**src/rtl/fft_sample_loader.sv**
```systemverilog
// Feeds signed ADC samples into the FFT's 16-entry shift buffer, one write strobe
// per sample, then pulses frame_start and stalls input until the FFT finishes.
module fft_sample_loader #(
    parameter int N_SAMP = 16,
    parameter int IN_W   = 12,
    parameter int DW     = 16,
    parameter int AW     = 4
) (
    input  logic            clk,
    input  logic            rst_n,
    input  logic [IN_W-1:0] s_data,
    input  logic            s_valid,
    output logic            s_ready,
    output logic [AW-1:0]   addr,
    output logic [DW-1:0]   data,
    output logic            we,
    output logic            frame_start,
    input  logic            fft_done,
    output logic            busy,
    output logic [7:0]      frame_cnt
);

    typedef enum logic [1:0] {
        ST_LOAD,
        ST_FLUSH,
        ST_START,
        ST_WAIT
    } state_t;

    localparam int            SHIFT    = DW - IN_W;
    localparam logic [AW-1:0] LAST_IDX = AW'(N_SAMP - 1);

    state_t          state_q;
    logic [AW-1:0]   count_q;
    logic            s_ready_q;
    logic            we_q;
    logic [AW-1:0]   addr_q;
    logic [DW-1:0]   data_q;
    logic            frame_start_q;
    logic            busy_q;
    logic [7:0]      frame_cnt_q;

    // Sign-extend first, then shift: the extension bits fall off the top and the
    // sample ends up MSB-aligned with zero LSBs. Works unchanged for IN_W == DW.
    logic signed [DW-1:0] sext;
    logic        [DW-1:0] data_d;

    assign sext   = DW'($signed(s_data));
    assign data_d = sext << SHIFT;

    // NOTE: all state below uses non-blocking assignments so every register in
    // this block samples the same pre-edge values; blocking here would create
    // order-dependent races between state_q, count_q and the outputs.
    always_ff @(posedge clk) begin
        if (!rst_n) begin
            state_q       <= ST_LOAD;
            count_q       <= '0;
            s_ready_q     <= 1'b1;
            we_q          <= 1'b0;
            addr_q        <= '0;
            data_q        <= '0;
            frame_start_q <= 1'b0;
            busy_q        <= 1'b0;
            frame_cnt_q   <= '0;
        end else begin
            // Strobes default low so each is exactly one cycle wide.
            we_q          <= 1'b0;
            frame_start_q <= 1'b0;

            case (state_q)
                ST_LOAD: begin
                    if (s_valid && s_ready_q) begin
                        we_q   <= 1'b1;
                        addr_q <= count_q;
                        data_q <= data_d;
                        busy_q <= 1'b1;
                        if (count_q == LAST_IDX) begin
                            count_q   <= '0;
                            s_ready_q <= 1'b0;
                            state_q   <= ST_FLUSH;
                        end else begin
                            count_q <= count_q + AW'(1);
                        end
                    end
                end

                // Last strobe is live this cycle; the buffer's outputs settle at
                // the closing edge, so frame_start is raised for the next cycle.
                ST_FLUSH: begin
                    frame_start_q <= 1'b1;
                    frame_cnt_q   <= frame_cnt_q + 8'd1;
                    state_q       <= ST_START;
                end

                ST_START: begin
                    state_q <= ST_WAIT;
                end

                // fft_done only counts here; earlier pulses are deliberately lost.
                ST_WAIT: begin
                    if (fft_done) begin
                        busy_q    <= 1'b0;
                        s_ready_q <= 1'b1;
                        state_q   <= ST_LOAD;
                    end
                end

                default: begin
                    state_q   <= ST_LOAD;
                    count_q   <= '0;
                    s_ready_q <= 1'b1;
                end
            endcase
        end
    end

    assign s_ready     = s_ready_q;
    assign we          = we_q;
    assign addr        = addr_q;
    assign data        = data_q;
    assign frame_start = frame_start_q;
    assign busy        = busy_q;
    assign frame_cnt   = frame_cnt_q;

endmodule

```
**config.mk**
```make
export PLATFORM = sky130hd
export DESIGN_NAME = fft_sample_loader
export DESIGN_NICKNAME = d
export VERILOG_FILES = /design/src/rtl/fft_sample_loader.sv
export SDC_FILE = /design/constraint.sdc
export NUM_CORES = 1
export LEC_CHECK = 0
export ABC_AREA = 0
export CAP_MARGIN = 20
export CORE_UTILIZATION = 35
export CTS_CLUSTER_SIZE = 14
export DETAILED_ROUTE_END_ITERATION = 8
export DONT_BUFFER_PORTS = 1
export PLACE_DENSITY = 0.5
export SLEW_MARGIN = 30
export SYNTH_ARGS = -nofsm -noshare
export SYNTH_HDL_FRONTEND = slang
export SYNTH_SLANG_ARGS = --single-unit
```
**constraint.sdc**
```tcl
create_clock -name clk -period 1.5 [get_ports clk]
set_clock_uncertainty 0.2 [all_clocks]
set_input_delay 0.075 -clock clk [delete_from_list [all_inputs] [get_ports clk]]
set_output_delay 0.075 -clock clk [all_outputs]
set_load 0.1 [all_outputs]
```
==> impl_metrics.env, run 1 <==
export IMPL_die_w_um=67.2
export IMPL_pwr_share_clk_pct=36.2
export IMPL_num_vias=1301
export IMPL_power_internal_mw=1.45
export IMPL_drive_gt1_share_pct=34.2
export IMPL_final_cell_mix="nand2_1 (47), buf_4 (42), dfxtp_1 (22)"
export IMPL_wl_per_cell_um=11.7
export IMPL_core_rowCount=23
export IMPL_dpl_cell_area_um2=1880
export IMPL_grt_max_degree=38
export IMPL_crit_slowest_cell="dlygate4sd3_1"
export IMPL_synthCells=168
export IMPL_seqPwrFrac_pct=44.8
export IMPL_setup_violations_final=0
export IMPL_yosys_cell_types_count=31
export IMPL_ir_drop_mv=0.393
export IMPL_post_route_period_util_pct=98.5
export IMPL_drtIter0Drc=48
export IMPL_critPathKind="reg2reg"
export IMPL_die_area_um2=4520
export IMPL_seq_area_frac_synth_pct=45.8
export IMPL_cts_root_buf="clkbuf_8"
export IMPL_required_ns=1.51
export IMPL_die_y_um=67.2
export IMPL_layout_commonest_cell="nand2_1"
export IMPL_min_to="count_q[3]"
export IMPL_met1_usage_pct=16.5
export IMPL_hold_viol_final=0
export IMPL_syn_avg_cell_area_um2=8.86
export IMPL_p_sw_share_pct=30.3
export IMPL_min_period_ns=1.48
export IMPL_grt_pass1_wl_um=5000
export IMPL_register_area_um2=718
export IMPL_comb_power_share_pct=19.0
export IMPL_rsz0062_at_grt="true"
export IMPL_syn_area_um2=1490
export IMPL_syn2layout_area_growth_pct=50.0
export IMPL_cp_start_kind="register"
export IMPL_grt_busiest_layer="met2"
export IMPL_path_max_fanout=3
export IMPL_hpwl_um=2170
export IMPL_cts_buffers=5
export IMPL_fill_cells=384
export IMPL_cap_violations=0
export IMPL_slowest_delay_ns=0.55
export IMPL_fin_tns_setup_ns=0
export IMPL_grt_usage_pct=15.3
export IMPL_routabilityCongestion=0.722
export IMPL_overflow=0
export IMPL_hold_path_depth=4
export IMPL_antenna_cells=0
export IMPL_finalPower_mw=2.07
export IMPL_worstSetupEndpointType="register"
export IMPL_use_met3_pct=5.07
export IMPL_hold_class="in2reg"
export IMPL_hold_slack_ns=0.0323
export IMPL_vias_per_cell=4.68
export IMPL_maxSlewViolCount=0
export IMPL_yosys_warnings=0
export IMPL_reg2reg_to="state_q[1]"
export IMPL_yosys_register_bits=34
export IMPL_worstReg2RegStart="state_q[1]"
export IMPL_core_um2=4030
export IMPL_arrival_ns=1.49
export IMPL_grt_pass1_vias=1141
export IMPL_p_leak_nw=0.958
export IMPL_worstHoldStart="s_valid"
export IMPL_stdcell_area_um2=2230
export IMPL_fmax_mhz=677
export IMPL_antenna_found_initial=0
export IMPL_clk_path_buf_depth=2
export IMPL_multiInputGateArea_um2=802
export IMPL_clock_sinks=34
export IMPL_cts_tree="done"
export IMPL_wirelength_um=3250
export IMPL_insertion_delay_ns=0.28
export IMPL_switching_power_mw=0.629
export IMPL_met2_usage_pct=26.0
export IMPL_p_per_area_nw_per_um2=929
export IMPL_drc=0
export IMPL_port_buffers=0
export IMPL_final_cells=278
export IMPL_drtAntennaViolNets=0
export IMPL_dp_cells=248
export IMPL_first_pass_iters=5
export IMPL_cts_clk_slew_worst_paths_ns=0.07
export IMPL_htreeDepth=2
export IMPL_status="completed"
export IMPL_crit_chain="buf_4 > nand2_1 > dlygate4sd3_1 > mux2i_1"
export IMPL_fin_nets=250
export IMPL_r2r_setup_slack_ns=0.02
export IMPL_pin_count=48
export IMPL_initial_utilization_pct=36.9
export IMPL_r2r_cells=4
## how the worst max path moves through the flow
stage / to / cells after the start / slack (ns) / start
CTS: frame_cnt[5] / 5 / 0.002 / state_q[1]
global placement: frame_cnt[5] / 5 / -0.05 / state_q[1]
finish: state_q[1] / 4 / 0.02 / state_q[1]
global route: count_q[3] / 6 / -0.03 / state_q[0]
floorplan: frame_cnt[6] / 6 / -0.02 / state_q[1]
detailed placement: frame_cnt[5] / 5 / -0.15 / state_q[1]
## cells by family (layout without fill, tap and decap cells)
kind of cell,count (synthesis),after routing,synth area share (%)
xor gates and xnor gates,6,6,3.53
buffers and inverters,14,71,5.47
AOI/OAI and AO/OA,30,30,13.8
other,1,4,0.252
muxes,3,3,2.02
DFF,34,34,45.8
adders and majority gates,7,7,5.89
and+or+nand+nor,73,73,23.3
## timing repair
item / in CTS / in global routing
gates resized for setup: 5 / 16
pin swaps: 1 / 8
endpoints found under the hold margin: 34 / 34
endpoints found under the setup margin: 6 / 23
setup buffers: 2 / 3
hold buffers: 10 / 7
## metal layers
layer / share of wire, % / vias up / wire, um
met1: 43 / 598 / 1410
met5: 0 / - / 0
met4: 1.4 / 0 / 44
met2: 50 / 34 / 1620
met3: 5.5 / 4 / 179
li1: - / 665 / -
## Yosys cell counts, drive strengths merged
cell type / count / share of area (%)
a21boi: 20 / 10
buf: 8 / 4.0
mux2i: 3 / 2.0
ha: 7 / 5.9
nand4: 3 / 1.7
xor2: 2 / 1.2
or3: 2 / 0.84
inv: 2 / 0.50
xnor2: 4 / 2.4
o21a: 1 / 0.50
o21ai: 7 / 2.4
nor2b: 1 / 0.42
conb: 1 / 0.25
o211ai: 1 / 0.50
a21oi: 1 / 0.34
nor3: 1 / 0.67
and3: 1 / 0.50
nand4b: 1 / 0.59
dfxtp: 34 / 46
and2: 9 / 3.8
nand2: 47 / 12
nand2b: 1 / 0.42
nand3: 5 / 2.0
nor2: 2 / 0.50
clkbuf: 4 / 1.0
## stage by stage
step / util [%] / setup slack [ns]
floorplan: - / -0.0198
global placement: 46.6 / -0.0546
detailed placement: 46.6 / -0.147
CTS: 52.3 / 0.00240
global route: 55.4 / -0.0313
finish: 55.4 / 0.0227
## worst max-delay path, delay by kind of cell, from the launching register on
kind,cells,cell delay (ns)
muxes,1,0.12
DFF,1,0.36
buffers and inverters,2,0.68
and+or+nand+nor,1,0.04
## cell type report
cell class | count | share of cell area, %
Clock buffer | 6 | 4.20
Clock inverter | 2 | 0.448
Inverter | 2 | 0.448
Multi-Input combinational cell | 123 | 35.9
Sequential cell | 34 | 32.2
Tap cell | 50 | 2.80
Timing Repair Buffer | 61 | 24.0
## sequential cells by signal, summed over array words and instances (netlist names)
signal,count
frame_cnt,8
we,1
count_q,4
addr,4
s_ready,1
busy,1
data,12
frame_start,1
state_q,2
## power by group through the flow
stage / clock, mW / combinational [mW] / sequential, mW
after floorplan: 0 / 0.120 / 1.12
after global placement: 0 / 0.340 / 0.950
after detailed placement: 0 / 0.341 / 0.952
after CTS: 0.788 / 0.361 / 0.931
after global routing: 0.827 / 0.412 / 0.932
final: 0.752 / 0.393 / 0.929
Power figures use the tool's default switching activity.
==> inputs of run 2 (changes only) <==
- BUFFER_PORTS_ARGS: not set -> -buffer_cell sky130_fd_sc_hd__buf_4
- CORE_ASPECT_RATIO: not set -> 1.25
- DONT_BUFFER_PORTS: 1 -> not set
- PLACE_DENSITY: 0.5 -> 0.6
==> impl_metrics.env, run 2 (same netlist as run 1, synthesis figures left out) <==
export IMPL_status="completed"
export IMPL_die_w_um=60.3
export IMPL_layout_commonest_cell="buf_4"
export IMPL_p_leak_nw=1.01
export IMPL_core_um2=4070
export IMPL_final_cells=294
export IMPL_r2r_setup_slack_ns=0.02
export IMPL_drive_gt1_share_pct=37.4
export IMPL_switching_power_mw=0.630
export IMPL_critPathBufInv=1
export IMPL_critPathKind="reg2reg"
export IMPL_insertion_delay_ns=0.28
export IMPL_pwr_share_clk_pct=35.4
export IMPL_wl_per_cell_um=11.4
export IMPL_htreeDepth=2
export IMPL_core_rowCount=26
export IMPL_final_cell_mix="buf_4 (53), nand2_1 (45), dfxtp_1 (22)"
export IMPL_arrival_ns=1.44
export IMPL_crit_chain="inv_2 > ha_4 > and3_4 > nand2_2 > o211ai_1 > o21ai_1"
export IMPL_maxSlewViolCount=0
export IMPL_slowest_delay_ns=0.35
export IMPL_required_ns=1.47
export IMPL_cp_start_kind="register"
export IMPL_grt_pass1_wl_um=5440
export IMPL_antenna_found_initial=0
export IMPL_rsz0062_at_grt="true"
export IMPL_routabilityCongestion=0.732
export IMPL_drc=0
export IMPL_drtAntennaViolNets=0
export IMPL_wirelength_um=3350
export IMPL_hold_class="reg2reg"
export IMPL_die_y_um=74.9
export IMPL_cts_clk_slew_worst_paths_ns=0.07
export IMPL_ir_drop_mv=0.433
export IMPL_worstSetupEndpointType="register"
export IMPL_seqPwrFrac_pct=44.4
export IMPL_p_per_area_nw_per_um2=913
export IMPL_hold_viol_final=0
export IMPL_clock_sinks=34
export IMPL_p_sw_share_pct=30.0
export IMPL_comb_power_share_pct=20.2
export IMPL_cts_buffers=5
export IMPL_timing_final_ws_setup_ns=0.0234
export IMPL_first_pass_iters=4
export IMPL_overflow=0
export IMPL_num_vias=1330
export IMPL_setup_violations_final=0
export IMPL_grt_max_degree=38
export IMPL_pre_cts_ws_ns=-0.0819
export IMPL_cap_violations=0
export IMPL_power_internal_mw=1.47
export IMPL_path_max_fanout=6
export IMPL_grt_usage_pct=16.2
export IMPL_cts_tree="done"
export IMPL_syn2layout_area_growth_pct=54.5
export IMPL_die_area_um2=4520
export IMPL_pin_count=48
export IMPL_cpLargestDelayFamily="flip-flops"
export IMPL_antenna_cells=0
export IMPL_min_period_ns=1.48
export IMPL_post_route_period_util_pct=98.4
export IMPL_grt_pass1_vias=1306
export IMPL_dp_cells=271
export IMPL_vias_per_cell=4.52
export IMPL_drtIter0Drc=36
export IMPL_port_buffers=43
export IMPL_hpwl_um=2320
export IMPL_largest_reg_flops=12
export IMPL_initial_utilization_pct=36.6
export IMPL_fmax_mhz=677
export IMPL_crit_slowest_cell="dfxtp_2"
export IMPL_clk_path_buf_depth=2
export IMPL_fin_nets=260
export IMPL_cts_root_buf="clkbuf_8"
[run 2: cell types whose count changed in the layout (fill, tap and decap cells not counted), moves of 2 or more]
cell	change
a21boi_1	+6
nand2_2	+2
buf_4	+11
nand2_1	-2
a21boi_0	-6
[run 2: path summary, 6_finish.rpt]
kind                            depth (start not counted)    endpoint       start
worst max-delay path                                    6  count_q[3]  state_q[0]
worst min register to register                          2    data[12]    data[12]
worst max register to register                          6  count_q[3]  state_q[0]
worst min-delay path                                    2    data[12]    data[12]
[run 2: stage by stage]
stage | util (%) | power [mW] | area (um2) | TNS (ns) | hold slack [ns]
floorplan | - | 1.24 | 1570 | -0.0564 | 0.0199
global placement | 49.4 | 1.33 | 2010 | -0.0187 | 0.132
detailed placement | 49.4 | 1.34 | 2010 | -0.212 | 0.148
CTS | 56.0 | 2.12 | 2280 | -0.00112 | 0.266
global route | 56.5 | 2.21 | 2300 | -0.124 | 0.278
finish | 56.5 | 2.10 | 2300 | 0 | 0.255
[run 2: worst register-to-register path, stage by stage, from the launching register on]
cell	delay (ns)
dfxtp_2	0.35
inv_2	0.08
ha_4	0.17
and3_4	0.25
nand2_2	0.08
o211ai_1	0.17
o21ai_1	0.08
[run 2: area by class of cell]
cell class                      count  area (um2)
Fill cell                         368        1770
Multi-Input combinational cell    123         800
Sequential cell                    34         716
Timing Repair Buffer               71         599
Clock buffer                        6        93.8
Tap cell                           56        70.1
Clock inverter                      2        10.0
Inverter                            2        10.0
[run 2: per-layer routing]
layer / part of all wire, % / vias up / global-route usage, % / wire length (um)
met4: 1.7 / 0 / 8.79 / 58
li1: - / 683 / - / -
met5: 0 / - / 0 / 0
met3: 4.3 / 5 / 3.44 / 144
met2: 53 / 31 / 29.8 / 1780
met1: 41 / 611 / 16.6 / 1370
[run 2: power groups by stage]
stage / Sequential (mW) / Clock (mW) / Combinational (mW)
final: 0.931 / 0.744 / 0.424
after global routing: 0.934 / 0.827 / 0.447
after CTS: 0.930 / 0.777 / 0.417
after detailed placement: 0.951 / 0 / 0.386
after global placement: 0.950 / 0 / 0.383
after floorplan: 1.12 / 0 / 0.120
[run 2: repair_timing]
item | CTS | global route
pin swaps | 0 | 6
gates resized for setup | 4 | 23
endpoints found under the hold margin | 14 | 0
endpoints found under the setup margin | 7 | 28
buffers inserted | 0 | 0
hold buffers | 15 | 0
